**config.mk**
```make
export PLATFORM = sky130hd
export DESIGN_NAME = vga_pixel_queue_flat
export DESIGN_NICKNAME = d
export VERILOG_FILES = /design/src/rtl/vga_pkg.sv /design/src/rtl/vga_pixel_queue_if.sv /design/src/rtl/pixel_sync_fifo.sv /design/src/rtl/vga_pixel_queue.sv /design/src/flat_wrapper.sv
export SDC_FILE = /design/constraint.sdc
export NUM_CORES = 1
export LEC_CHECK = 0
export BUFFER_PORTS_ARGS = -buffer_cell sky130_fd_sc_hd__buf_2
export CORE_MARGIN = 1.5
export CORE_UTILIZATION = 50
export DETAILED_ROUTE_END_ITERATION = 8
export HOLD_SLACK_MARGIN = 0.06
export PLACE_DENSITY = 0.68
export SLEW_MARGIN = 20
export SYNTH_ARGS = -nofsm -noshare
export SYNTH_HDL_FRONTEND = slang
export SYNTH_SLANG_ARGS = --single-unit
```
**constraint.sdc**
```tcl
create_clock -name clk -period 7.6 [get_ports clk]
set_clock_uncertainty 0.15 [all_clocks]
set_input_delay 0 -clock clk [delete_from_list [all_inputs] [get_ports clk]]
set_output_delay 0 -clock clk [all_outputs]
set_load 0.01 [all_outputs]
```
**src/rtl/vga_pkg.sv**
```systemverilog
// Shared VGA definitions: screen geometry, field widths, the packed pixel record,
// the drain-side state encoding and the on-screen range test used by the clip filter.
package vga_pkg;

    localparam int H_RES    = 320;
    localparam int V_RES    = 240;
    localparam int X_W      = 9;
    localparam int Y_W      = 8;
    localparam int COLOUR_W = 3;

    localparam logic [COLOUR_W-1:0] COLOUR_BLACK = 3'b000;

    typedef struct packed {
        logic [X_W-1:0]      x;
        logic [Y_W-1:0]      y;
        logic [COLOUR_W-1:0] colour;
    } pixel_t;

    typedef enum logic [0:0] {
        DRAIN_IDLE   = 1'b0,
        DRAIN_ACTIVE = 1'b1
    } drain_state_e;

    function automatic logic pixel_in_range(input pixel_t p);
        return (int'(p.x) < H_RES) && (int'(p.y) < V_RES);
    endfunction

endpackage

```
**src/rtl/vga_pixel_queue_if.sv**
```systemverilog
// Pixel-stream bundle between the renderers (master) and the pixel queue (slave).
interface vga_pixel_queue_if #(parameter int AW = 4);
    import vga_pkg::*;

    logic                in_valid;
    logic [X_W-1:0]      in_x;
    logic [Y_W-1:0]      in_y;
    logic [COLOUR_W-1:0] in_colour;
    logic                in_ready;
    logic                hold;
    logic                flush;
    logic [X_W-1:0]      out_x;
    logic [Y_W-1:0]      out_y;
    logic [COLOUR_W-1:0] out_colour;
    logic                out_plot;
    logic [AW:0]         level;
    logic                empty;

    modport master (
        output in_valid, in_x, in_y, in_colour, hold, flush,
        input  in_ready, out_x, out_y, out_colour, out_plot, level, empty
    );

    modport slave (
        input  in_valid, in_x, in_y, in_colour, hold, flush,
        output in_ready, out_x, out_y, out_colour, out_plot, level, empty
    );

endinterface

```
**src/rtl/pixel_sync_fifo.sv**
```systemverilog
// Generic DEPTH-entry synchronous pixel FIFO with wrapping pointers, occupancy,
// full/empty flags and a clear that outranks both write and read.
module pixel_sync_fifo
    import vga_pkg::*;
#(
    parameter int DEPTH = 16,
    parameter int AW    = 4
) (
    input  logic        clk,
    input  logic        reset,
    input  logic        clear,
    input  logic        wr_en,
    input  pixel_t      wr_data,
    input  logic        rd_en,
    output pixel_t      rd_data,
    output logic [AW:0] level,
    output logic        full,
    output logic        empty
);

    pixel_t          mem_r [DEPTH];
    logic [AW-1:0]   wr_ptr_r;
    logic [AW-1:0]   rd_ptr_r;
    logic [AW:0]     level_r;
    logic            wr_ok_s;
    logic            rd_ok_s;

    assign full    = (level_r == (AW+1)'(DEPTH));
    assign empty   = (level_r == {(AW+1){1'b0}});
    assign wr_ok_s = wr_en && !full && !clear;
    assign rd_ok_s = rd_en && !empty && !clear;
    assign rd_data = mem_r[rd_ptr_r];
    assign level   = level_r;

    // Storage array; needs no reset because pointers and level define validity.
    always_ff @(posedge clk) begin
        if (wr_ok_s) begin
            mem_r[wr_ptr_r] <= wr_data;
        end
    end

    // Pointers and occupancy; pointers wrap naturally since DEPTH is a power of two.
    always_ff @(posedge clk) begin
        if (reset || clear) begin
            wr_ptr_r <= {AW{1'b0}};
            rd_ptr_r <= {AW{1'b0}};
            level_r  <= {(AW+1){1'b0}};
        end else begin
            if (wr_ok_s) wr_ptr_r <= wr_ptr_r + {{(AW-1){1'b0}}, 1'b1};
            if (rd_ok_s) rd_ptr_r <= rd_ptr_r + {{(AW-1){1'b0}}, 1'b1};
            case ({wr_ok_s, rd_ok_s})
                2'b10:   level_r <= level_r + {{AW{1'b0}}, 1'b1};
                2'b01:   level_r <= level_r - {{AW{1'b0}}, 1'b1};
                default: level_r <= level_r;
            endcase
        end
    end

endmodule

```
**src/rtl/vga_pixel_queue.sv**
```systemverilog
// Elastic pixel-write buffer feeding the vga_adapter plot port, with hold/flush control.
// Define PIX_CLIP_EN to silently drop accepted pixels that fall outside the screen.
module vga_pixel_queue
    import vga_pkg::*;
#(
    parameter int DEPTH = 16,
    parameter int AW    = 4
) (
    input  logic               clk,
    input  logic               reset,
    vga_pixel_queue_if.slave   q
);

    pixel_t       in_pix_s;
    pixel_t       head_s;
    pixel_t       out_pix_r;
    logic         out_plot_r;
    logic         push_s;
    logic         store_s;
    logic         pop_s;
    logic [AW:0]  level_s;
    logic         full_s;
    logic         empty_s;
    drain_state_e state_r;
    drain_state_e state_s;

    assign in_pix_s = {q.in_x, q.in_y, q.in_colour};

    // Handshake and drain decisions; flush outranks both sides.
    always_comb begin
        push_s = q.in_valid && !full_s && !q.flush;
`ifdef PIX_CLIP_EN
        store_s = push_s && pixel_in_range(in_pix_s);
`else
        store_s = push_s;
`endif
        pop_s = !q.hold && !empty_s && !q.flush;
    end

    pixel_sync_fifo #(
        .DEPTH (DEPTH),
        .AW    (AW)
    ) u_fifo (
        .clk     (clk),
        .reset   (reset),
        .clear   (q.flush),
        .wr_en   (store_s),
        .wr_data (in_pix_s),
        .rd_en   (pop_s),
        .rd_data (head_s),
        .level   (level_s),
        .full    (full_s),
        .empty   (empty_s)
    );

    // Adapter-facing register: coordinates hold their last value between strobes.
    always_ff @(posedge clk) begin
        if (reset) begin
            out_pix_r  <= {{X_W{1'b0}}, {Y_W{1'b0}}, COLOUR_BLACK};
            out_plot_r <= 1'b0;
        end else if (pop_s) begin
            out_pix_r  <= head_s;
            out_plot_r <= 1'b1;
        end else begin
            out_plot_r <= 1'b0;
        end
    end

    // Drain state register.
    always_ff @(posedge clk) begin
        if (reset) begin
            state_r <= DRAIN_IDLE;
        end else begin
            state_r <= state_s;
        end
    end

    // Drain next-state: DRAIN lasts while entries remain and nothing stalls it.
    always_comb begin
        state_s = state_r;
        case (state_r)
            DRAIN_IDLE: begin
                if (!empty_s && !q.hold && !q.flush) state_s = DRAIN_ACTIVE;
                else                                 state_s = DRAIN_IDLE;
            end
            DRAIN_ACTIVE: begin
                if (q.flush || q.hold || empty_s)
                    state_s = DRAIN_IDLE;
                else if (pop_s && !store_s && (level_s == {{AW{1'b0}}, 1'b1}))
                    state_s = DRAIN_IDLE;
                else
                    state_s = DRAIN_ACTIVE;
            end
            default: state_s = DRAIN_IDLE;
        endcase
    end

    assign q.in_ready   = !full_s;
    assign q.level      = level_s;
    assign q.empty      = empty_s;
    assign q.out_x      = out_pix_r.x;
    assign q.out_y      = out_pix_r.y;
    assign q.out_colour = out_pix_r.colour;
    assign q.out_plot   = out_plot_r;

endmodule

```
**src/flat_wrapper.sv**
```systemverilog
// flat-port wrapper written by rule: the top's interface ports become plain ports
module vga_pixel_queue_flat import vga_pkg::*;
#(
    parameter int DEPTH = 16,
    parameter int AW    = 4
)
  (clk, reset, q_in_valid, q_in_x, q_in_y, q_in_colour, q_hold, q_flush, q_in_ready, q_out_x, q_out_y, q_out_colour, q_out_plot, q_level, q_empty);
  vga_pixel_queue_if #(.AW(AW)) q_i ();
  input  logic clk;
  input  logic reset;
  input wire logic [$bits(q_i.in_valid)-1:0] q_in_valid;
  input wire logic [$bits(q_i.in_x)-1:0] q_in_x;
  input wire logic [$bits(q_i.in_y)-1:0] q_in_y;
  input wire logic [$bits(q_i.in_colour)-1:0] q_in_colour;
  input wire logic [$bits(q_i.hold)-1:0] q_hold;
  input wire logic [$bits(q_i.flush)-1:0] q_flush;
  output wire logic [$bits(q_i.in_ready)-1:0] q_in_ready;
  output wire logic [$bits(q_i.out_x)-1:0] q_out_x;
  output wire logic [$bits(q_i.out_y)-1:0] q_out_y;
  output wire logic [$bits(q_i.out_colour)-1:0] q_out_colour;
  output wire logic [$bits(q_i.out_plot)-1:0] q_out_plot;
  output wire logic [$bits(q_i.level)-1:0] q_level;
  output wire logic [$bits(q_i.empty)-1:0] q_empty;
  assign q_i.in_valid = q_in_valid;
  assign q_i.in_x = q_in_x;
  assign q_i.in_y = q_in_y;
  assign q_i.in_colour = q_in_colour;
  assign q_i.hold = q_hold;
  assign q_i.flush = q_flush;
  assign q_in_ready = q_i.in_ready;
  assign q_out_x = q_i.out_x;
  assign q_out_y = q_i.out_y;
  assign q_out_colour = q_i.out_colour;
  assign q_out_plot = q_i.out_plot;
  assign q_level = q_i.level;
  assign q_empty = q_i.empty;
  vga_pixel_queue #(.DEPTH(DEPTH), .AW(AW)) u_core (.clk(clk), .reset(reset), .q(q_i));
endmodule
```
==> impl_metrics.env, run 1 <==
export IMPL_clk_pin_slew_ns=0.06
export IMPL_dp_hpwl_um=15660
export IMPL_reg2regPathDepth=11
export IMPL_yosys_top_cells_area="edfxtp_1 (70%), mux2i_1 (7.7%), dfxtp_1 (5.0%)"
export IMPL_tritoncts="yes"
export IMPL_cts_buffers=34
export IMPL_synth_edf_count=320
export IMPL_cts_resized_gates=0
export IMPL_slew_viol_final=0
export IMPL_vias_per_cell=6.017
export IMPL_power_density_mw_per_mm2=244.1
export IMPL_relSlewSlack_pct=34.04
export IMPL_core_rowCount=60
export IMPL_critPathCapture="u_core.u_fifo.level[4]$_SDFFE_PP0P_"
export IMPL_leakage_nw=4.800
export IMPL_worstPathCellList="nor4_4, a211oi_4, buf_4, ha_1, inv_1, fa_1, nor2b_1, o21ai_0, nor4b_1, or3_1, a21oi_1"
export IMPL_placed_area_sq_mm=0.01431
export IMPL_hp_start="q_in_y[2]"
export IMPL_syn_area_sq_mm=0.01364
export IMPL_grt_pass1_wl_um=44530
export IMPL_synthArstFlopShare_pct=0
export IMPL_cp_max_fo=46
export IMPL_ys_seq_area_share_pct=75.44
export IMPL_p_switching_w=0.0007358
export IMPL_gp_congestion=0.8146
export IMPL_synth_distinct_cells=39
export IMPL_yosys_most_used_dff="edfxtp_1"
export IMPL_postSynthCellCount=752
export IMPL_r2r_start="u_core.u_fifo.level[0]$_SDFFE_PP0P_"
export IMPL_post_cts_setup_buffers=0
export IMPL_crit_path_top_delay_cell="buf_4"
export IMPL_worstHoldPathType="in -> reg"
export IMPL_die_y_um=168.2
export IMPL_grt_start_max_net_pins=70
export IMPL_synthToLayoutAreaGrowth_pct=14.58
export IMPL_worstSetupPathType="reg -> reg"
export IMPL_wirelength_um=29670
export IMPL_seqPwrFrac_pct=56.0
export IMPL_wl_per_cell_um=24.67
export IMPL_cap_viol_max_count=0
export IMPL_drc=0
export IMPL_die_w_um=168.2
export IMPL_status="finished clean"
export IMPL_nets=873
export IMPL_final_setup_viol_count=0
export IMPL_grt_pass1_vias=7342
export IMPL_synth_seq_cells=354
export IMPL_swShare_pct=19.29
export IMPL_final_cell_area_sq_mm=0.01563
export IMPL_internal_power_w=0.003079
export IMPL_io_buffer_count=52
export IMPL_antenna_left=0
export IMPL_crit_arrival_ns=3.64
export IMPL_first_iter_violations=744
export IMPL_ys_warnings_count=0
export IMPL_drive_gt1_share_pct=19.86
export IMPL_cts_root_buf="clkbuf_16"
export IMPL_slowest_delay_ns=0.52
export IMPL_hold_violations=0
export IMPL_synth_top_area_cell="edfxtp_1"
export IMPL_finalSetupTns_ns=0
export IMPL_comb_power_share_pct=2.2
export IMPL_avgSynthCellArea_sq_um=18.14
export IMPL_r2r_setup_slack_ns=4.24
export IMPL_worstPathRequired_ns=7.89
export IMPL_pwr_share_clk_pct=41.8
export IMPL_crit_path_end_kind="flip-flop"
export IMPL_fin_crit_ns=3.356
export IMPL_overflow=0
export IMPL_clkLatencyLatePin_ns=0.50
export IMPL_cts_buffer_depth=3
export IMPL_fmax_ghz=0.2980
export IMPL_antenna_found_initial=1
export IMPL_yosysTopAreaCellShare_pct=70.45
export IMPL_fin_ws_ns=4.244
export IMPL_ir_drop_mv=0.1228
export IMPL_firstDrtPassIters=5
export IMPL_tightest_slew_ns=0.9873
export IMPL_core_area_sq_mm=0.02688
export IMPL_dieArea_sq_mm=0.02828
export IMPL_clock_sinks=354
export IMPL_io_pins=53
export IMPL_synth_fp_nets=787
export IMPL_r2r_end="u_core.u_fifo.level[4]$_SDFFE_PP0P_"
export IMPL_worstSetupStartpointType="flip-flop"
export IMPL_start_util_pct=50.75
export IMPL_h_tree_depth=2
export IMPL_period_share_pct=44.16
export IMPL_vias=7238
export IMPL_place_ws_ns=4.276
export IMPL_rsz0062_at_grt="no"
export IMPL_grt_usage_pct=21.45
export IMPL_crit_start="u_core.u_fifo.level[0]$_SDFFE_PP0P_"
export IMPL_n_fill_cell=1965
==> Yosys cell counts, drive strengths merged (9+ instances only) <==
library cell	number
edfxtp	320
mux2i	105
nor2	55
o22ai	52
dfxtp	34
buf	32
mux4	28
a211oi	15
a2111oi	12
clkbuf	12
nand2	10
ha	9
inv	9
==> layout by cell type, fill, tap and decap left out, types with 4 or more instances in the layout <==
cell / count
a311oi_1: 8
o22ai_1: 52
clkinv_1: 7
nor2b_1: 4
a22oi_1: 8
nand2_1: 9
mux2i_1: 105
inv_1: 9
nor3_2: 4
a2111oi_2: 7
a211oi_1: 13
clkbuf_16: 37
nor2_2: 5
clkbuf_1: 8
nor2_4: 7
xor2_1: 5
a21oi_1: 7
a2111oi_0: 5
nor2_1: 43
buf_4: 15
ha_1: 9
edfxtp_1: 320
mux4_2: 28
dlygate4sd3_1: 26
dfxtp_1: 32
buf_2: 52
==> worst min path at each step <==
stage | end | cells after the start
floorplan | u_core.q.out_plot$_SDFF_PP0_ | 1
global placement | u_core.u_fifo.mem_r[10][19]$_DFFE_PP_ | 1
detailed placement | u_core.u_fifo.mem_r[2][6]$_DFFE_PP_ | 1
CTS | u_core.u_fifo.mem_r[6][6]$_DFFE_PP_ | 2
global route | u_core.u_fifo.mem_r[15][18]$_DFFE_PP_ | 2
finish | u_core.u_fifo.mem_r[3][5]$_DFFE_PP_ | 2
==> worst max-delay path: cells and delay by family (launching register included) <==
kind,cells,cell delay (ns)
AOI/OAI and AO/OA,3,0.51
adders and majority gates,2,0.76
buffers and inverters,2,0.63
DFF,1,0.45
and+or+nand+nor,4,0.79
==> final cells by class <==
type / instances / area [sq um] / share of cell area (%)
clock inverter: 14 / 96.34 / 0.6165
clock buffer: 45 / 955.9 / 6.117
inverter: 9 / 33.78 / 0.2162
tap: 341 / 426.7 / 2.730
multi-input combinational: 345 / 3173 / 20.30
timing repair buffer: 94 / 644.4 / 4.123
sequential: 354 / 10290 / 65.88
antenna: 1 / 2.502 / 0.01601
==> through the flow <==
step | total power, W | cells | utilization (%) | hold slack [ns]
after detailed placement | 0.002249 | 1117 | 53.24 | 0.2309
after CTS | 0.003832 | 1202 | 58.12 | 0.2449
after global placement | 0.002244 | 1117 | 53.23 | 0.1971
final | 0.003814 | 1203 | 58.15 | 0.2656
after global routing | 0.003912 | 1203 | 58.15 | 0.2830
after floorplan | 0.002207 | 752 | - | -0.07839
==> sequential cells by signal, indices dropped and copies added, names as in the netlist <==
| name | cells |
|---|---|
| u_core.q.out_colour | 3 |
| u_core.u_fifo.rd_ptr_r | 4 |
| u_core.q.out_x | 9 |
| u_core.q.out_y | 8 |
| u_core.u_fifo.wr_ptr_r | 4 |
| u_core.u_fifo.mem_r | 320 |
| u_core.q.out_plot | 1 |
| u_core.u_fifo.level | 5 |
==> layer usage <==
metal,global-route usage (%),share of wire [%],up-vias
met5,0,0,-
met4,8.502,3.5,0
met3,3.009,6.8,82
met2,36.27,49,320
met1,28.38,41,3661
li1,-,-,3175
==> power by group through the flow <==
| stage | Combinational, W | Sequential, W | Clock [W] |
|---|---|---|---|
| detailed placement | 0.0000730 | 0.00218 | 0 |
| floorplan | 0.0000294 | 0.00218 | 0 |
| global placement | 0.0000681 | 0.00218 | 0 |
| CTS | 0.0000841 | 0.00213 | 0.00161 |
| finish | 0.0000840 | 0.00213 | 0.00160 |
| global route | 0.0000927 | 0.00213 | 0.00168 |
==> cells by family (layout without fill, tap and decap cells) <==
group                    Yosys count  count (layout)  synth area share [%]
buffers and inverters             53             162                 1.991
flip-flops                       354             354                 75.44
AND/OR/NAND/NOR                   89              89                 2.981
adder cells (fa/ha/maj)           10              10                0.9724
XOR/XNOR                           8               8                0.5137
other                              0               1                     0
multiplexers                     133             133                 12.33
AO/OA/AOI/OAI                    105             105                 5.770
==> repair_timing <==
| action | CTS | global route |
|---|---|---|
| endpoints found under the hold margin | 354 | 0 |
| hold buffers | 26 | 0 |
| setup endpoints to repair | 0 | 0 |
(Power assumes the default switching activity.)
==> run 2, diff against run 1 <==
==> constraint.sdc (replaced) <==
create_clock -name clk -period 3.15 [get_ports clk]
set_clock_uncertainty 0.15 [all_clocks]
set_input_delay 0 -clock clk [delete_from_list [all_inputs] [get_ports clk]]
set_output_delay 0 -clock clk [all_outputs]
set_load 0.01 [all_outputs]
==> impl_metrics.env, run 2 (synthesis results as in run 1) <==
export IMPL_antenna_cells=0
export IMPL_grt_start_max_net_pins=56
export IMPL_cp_num_buf_inv=1
export IMPL_drive_gt1_share_pct=21.74
export IMPL_r2r_end="u_core.u_fifo.level[4]$_SDFFE_PP0P_"
export IMPL_dieArea_sq_mm=0.02828
export IMPL_tritoncts="yes"
export IMPL_cts_buffer_depth=3
export IMPL_r2r_setup_slack_ns=0.25
export IMPL_hold_depth=2
export IMPL_leakage_nw=4.907
export IMPL_h_tree_depth=2
export IMPL_slew_viol_final=0
export IMPL_grt_usage_pct=19.91
export IMPL_dp_hpwl_um=16330
export IMPL_largest_register_ff_count=320
export IMPL_grt_pass1_vias=7150
export IMPL_io_pins=53
export IMPL_fmax_ghz=0.3450
export IMPL_clock_sinks=354
export IMPL_tightest_slew_ns=0.8911
export IMPL_final_setup_viol_count=0
export IMPL_firstDrtPassIters=7
export IMPL_cap_viol_max_count=0
export IMPL_final_cell_mix="edfxtp_1 (320), mux2i_1 (105), o22ai_1 (52), buf_2 (52), nor2_1 (43)"
export IMPL_worstPathCellList="nor4_4, a211oi_2, inv_1, ha_1, ha_1, nor2b_1, o21ai_0, nor4b_1, o21ai_0, a21oi_1"
export IMPL_crit_path_end_kind="flip-flop"
export IMPL_worstSetupPathType="reg -> reg"
export IMPL_reg2regPathDepth=10
export IMPL_antenna_found_initial=0
export IMPL_die_y_um=168.2
export IMPL_post_cts_setup_buffers=0
export IMPL_crit_path_top_delay_cell="dfxtp_1"
export IMPL_overflow=0
export IMPL_hp_start="q_in_colour[1]"
export IMPL_first_iter_violations=587
export IMPL_clk_pin_slew_ns=0.06
export IMPL_start_util_pct=50.75
export IMPL_r2r_start="u_core.u_fifo.level[0]$_SDFFE_PP0P_"
export IMPL_crit_arrival_ns=3.17
export IMPL_crit_family="compound AO/OA/AOI/OAI gates"
export IMPL_relSlewSlack_pct=40.47
export IMPL_fin_crit_ns=2.898
export IMPL_hold_violations=0
export IMPL_core_rowCount=60
export IMPL_wirelength_um=27840
export IMPL_vias_per_cell=5.806
export IMPL_wl_per_cell_um=22.74
export IMPL_core_area_sq_mm=0.02688
export IMPL_top_register="u_core.u_fifo.mem_r"
export IMPL_io_buffer_count=52
export IMPL_clkLatencyLatePin_ns=0.51
export IMPL_status="finished clean"
export IMPL_antenna_left=0
export IMPL_gp_congestion=0.8164
export IMPL_nets=893
export IMPL_cts_buffers=34
export IMPL_worstSetupStartpointType="flip-flop"
export IMPL_power_density_mw_per_mm2=579.9
export IMPL_vias=7106
export IMPL_worstHoldPathType="in -> reg"
export IMPL_finalSetupTns_ns=0
export IMPL_whs_endpoint="u_core.u_fifo.mem_r[2][1]$_DFFE_PP_"
export IMPL_drc=0
export IMPL_final_common_cell="edfxtp_1"
export IMPL_slowest_delay_ns=0.47
export IMPL_cp_max_fo=6
export IMPL_total_power_w=0.009134
export IMPL_rsz0062_at_grt="no"
export IMPL_holdWs_ns=0.2731
export IMPL_die_w_um=168.2
export IMPL_worstPathRequired_ns=3.42
export IMPL_cts_resized_gates=0
export IMPL_n_fill_cell=1934
export IMPL_synthToLayoutAreaGrowth_pct=15.48
export IMPL_postCtsHoldBufs=26
export IMPL_ir_drop_mv=0.3144
export IMPL_grt_pass1_wl_um=41860
export IMPL_period_share_pct=92.02
export IMPL_cts_root_buf="clkbuf_16"
run 2: final cells by class:
cell class                      instances  area, sq um  area share (%)
Sequential cell                       354        10290           65.36
Inverter                                9        33.78          0.2145
Clock buffer                           41        877.1           5.569
Tap cell                              341        426.7           2.709
Multi-Input combinational cell        345         3131           19.88
Timing Repair Buffer                  114        828.3           5.259
Clock inverter                         20        158.9           1.009
run 2: metal layers:
metal  vias to the layer above  wire (um)  GRT usage, %
met3                        59       1722         2.633
met2                       247      13450         32.83
met4                         0        713         6.716
li1                       3223          -             -
met1                      3577      11960         27.72
met5                         -          0             0
run 2: metrics by stage:
step | utilization [%] | setup WS, ns | instances | area [sq um]
3_5_place_dp | 53.78 | 0.3145 | 1137 | 14450
3_3_place_gp | 53.78 | 0.4681 | 1137 | 14450
5_1_grt | 58.60 | 0.05231 | 1224 | 15750
6_report | 58.60 | 0.2515 | 1224 | 15750
4_1_cts | 58.60 | 0.2947 | 1224 | 15750
2_1_floorplan | - | 0.04341 | 752 | 13640
run 2: report_power, final:
| part | internal, W | switching (W) |
|---|---|---|
| clock | 0.00216 | 0.00162 |
| combinational | 0.0000724 | 0.000133 |
| sequential | 0.00514 | 0.0000105 |
run 2: how the worst max path moves through the flow:
stage	to	slack (ns)	cells past startpoint	from
6_report	u_core.u_fifo.level[4]$_SDFFE_PP0P_	0.25	10	u_core.u_fifo.level[0]$_SDFFE_PP0P_
5_1_grt	u_core.u_fifo.level[4]$_SDFFE_PP0P_	0.05	10	u_core.u_fifo.level[0]$_SDFFE_PP0P_
4_1_cts	u_core.u_fifo.level[4]$_SDFFE_PP0P_	0.29	10	u_core.u_fifo.level[0]$_SDFFE_PP0P_
3_5_place_dp	u_core.u_fifo.level[4]$_SDFFE_PP0P_	0.31	10	u_core.u_fifo.level[0]$_SDFFE_PP0P_
3_3_place_gp	u_core.u_fifo.level[4]$_SDFFE_PP0P_	0.47	10	u_core.u_fifo.level[0]$_SDFFE_PP0P_
2_1_floorplan	u_core.u_fifo.mem_r[3][0]$_DFFE_PP_	0.04	4	u_core.u_fifo.level[0]$_SDFFE_PP0P_
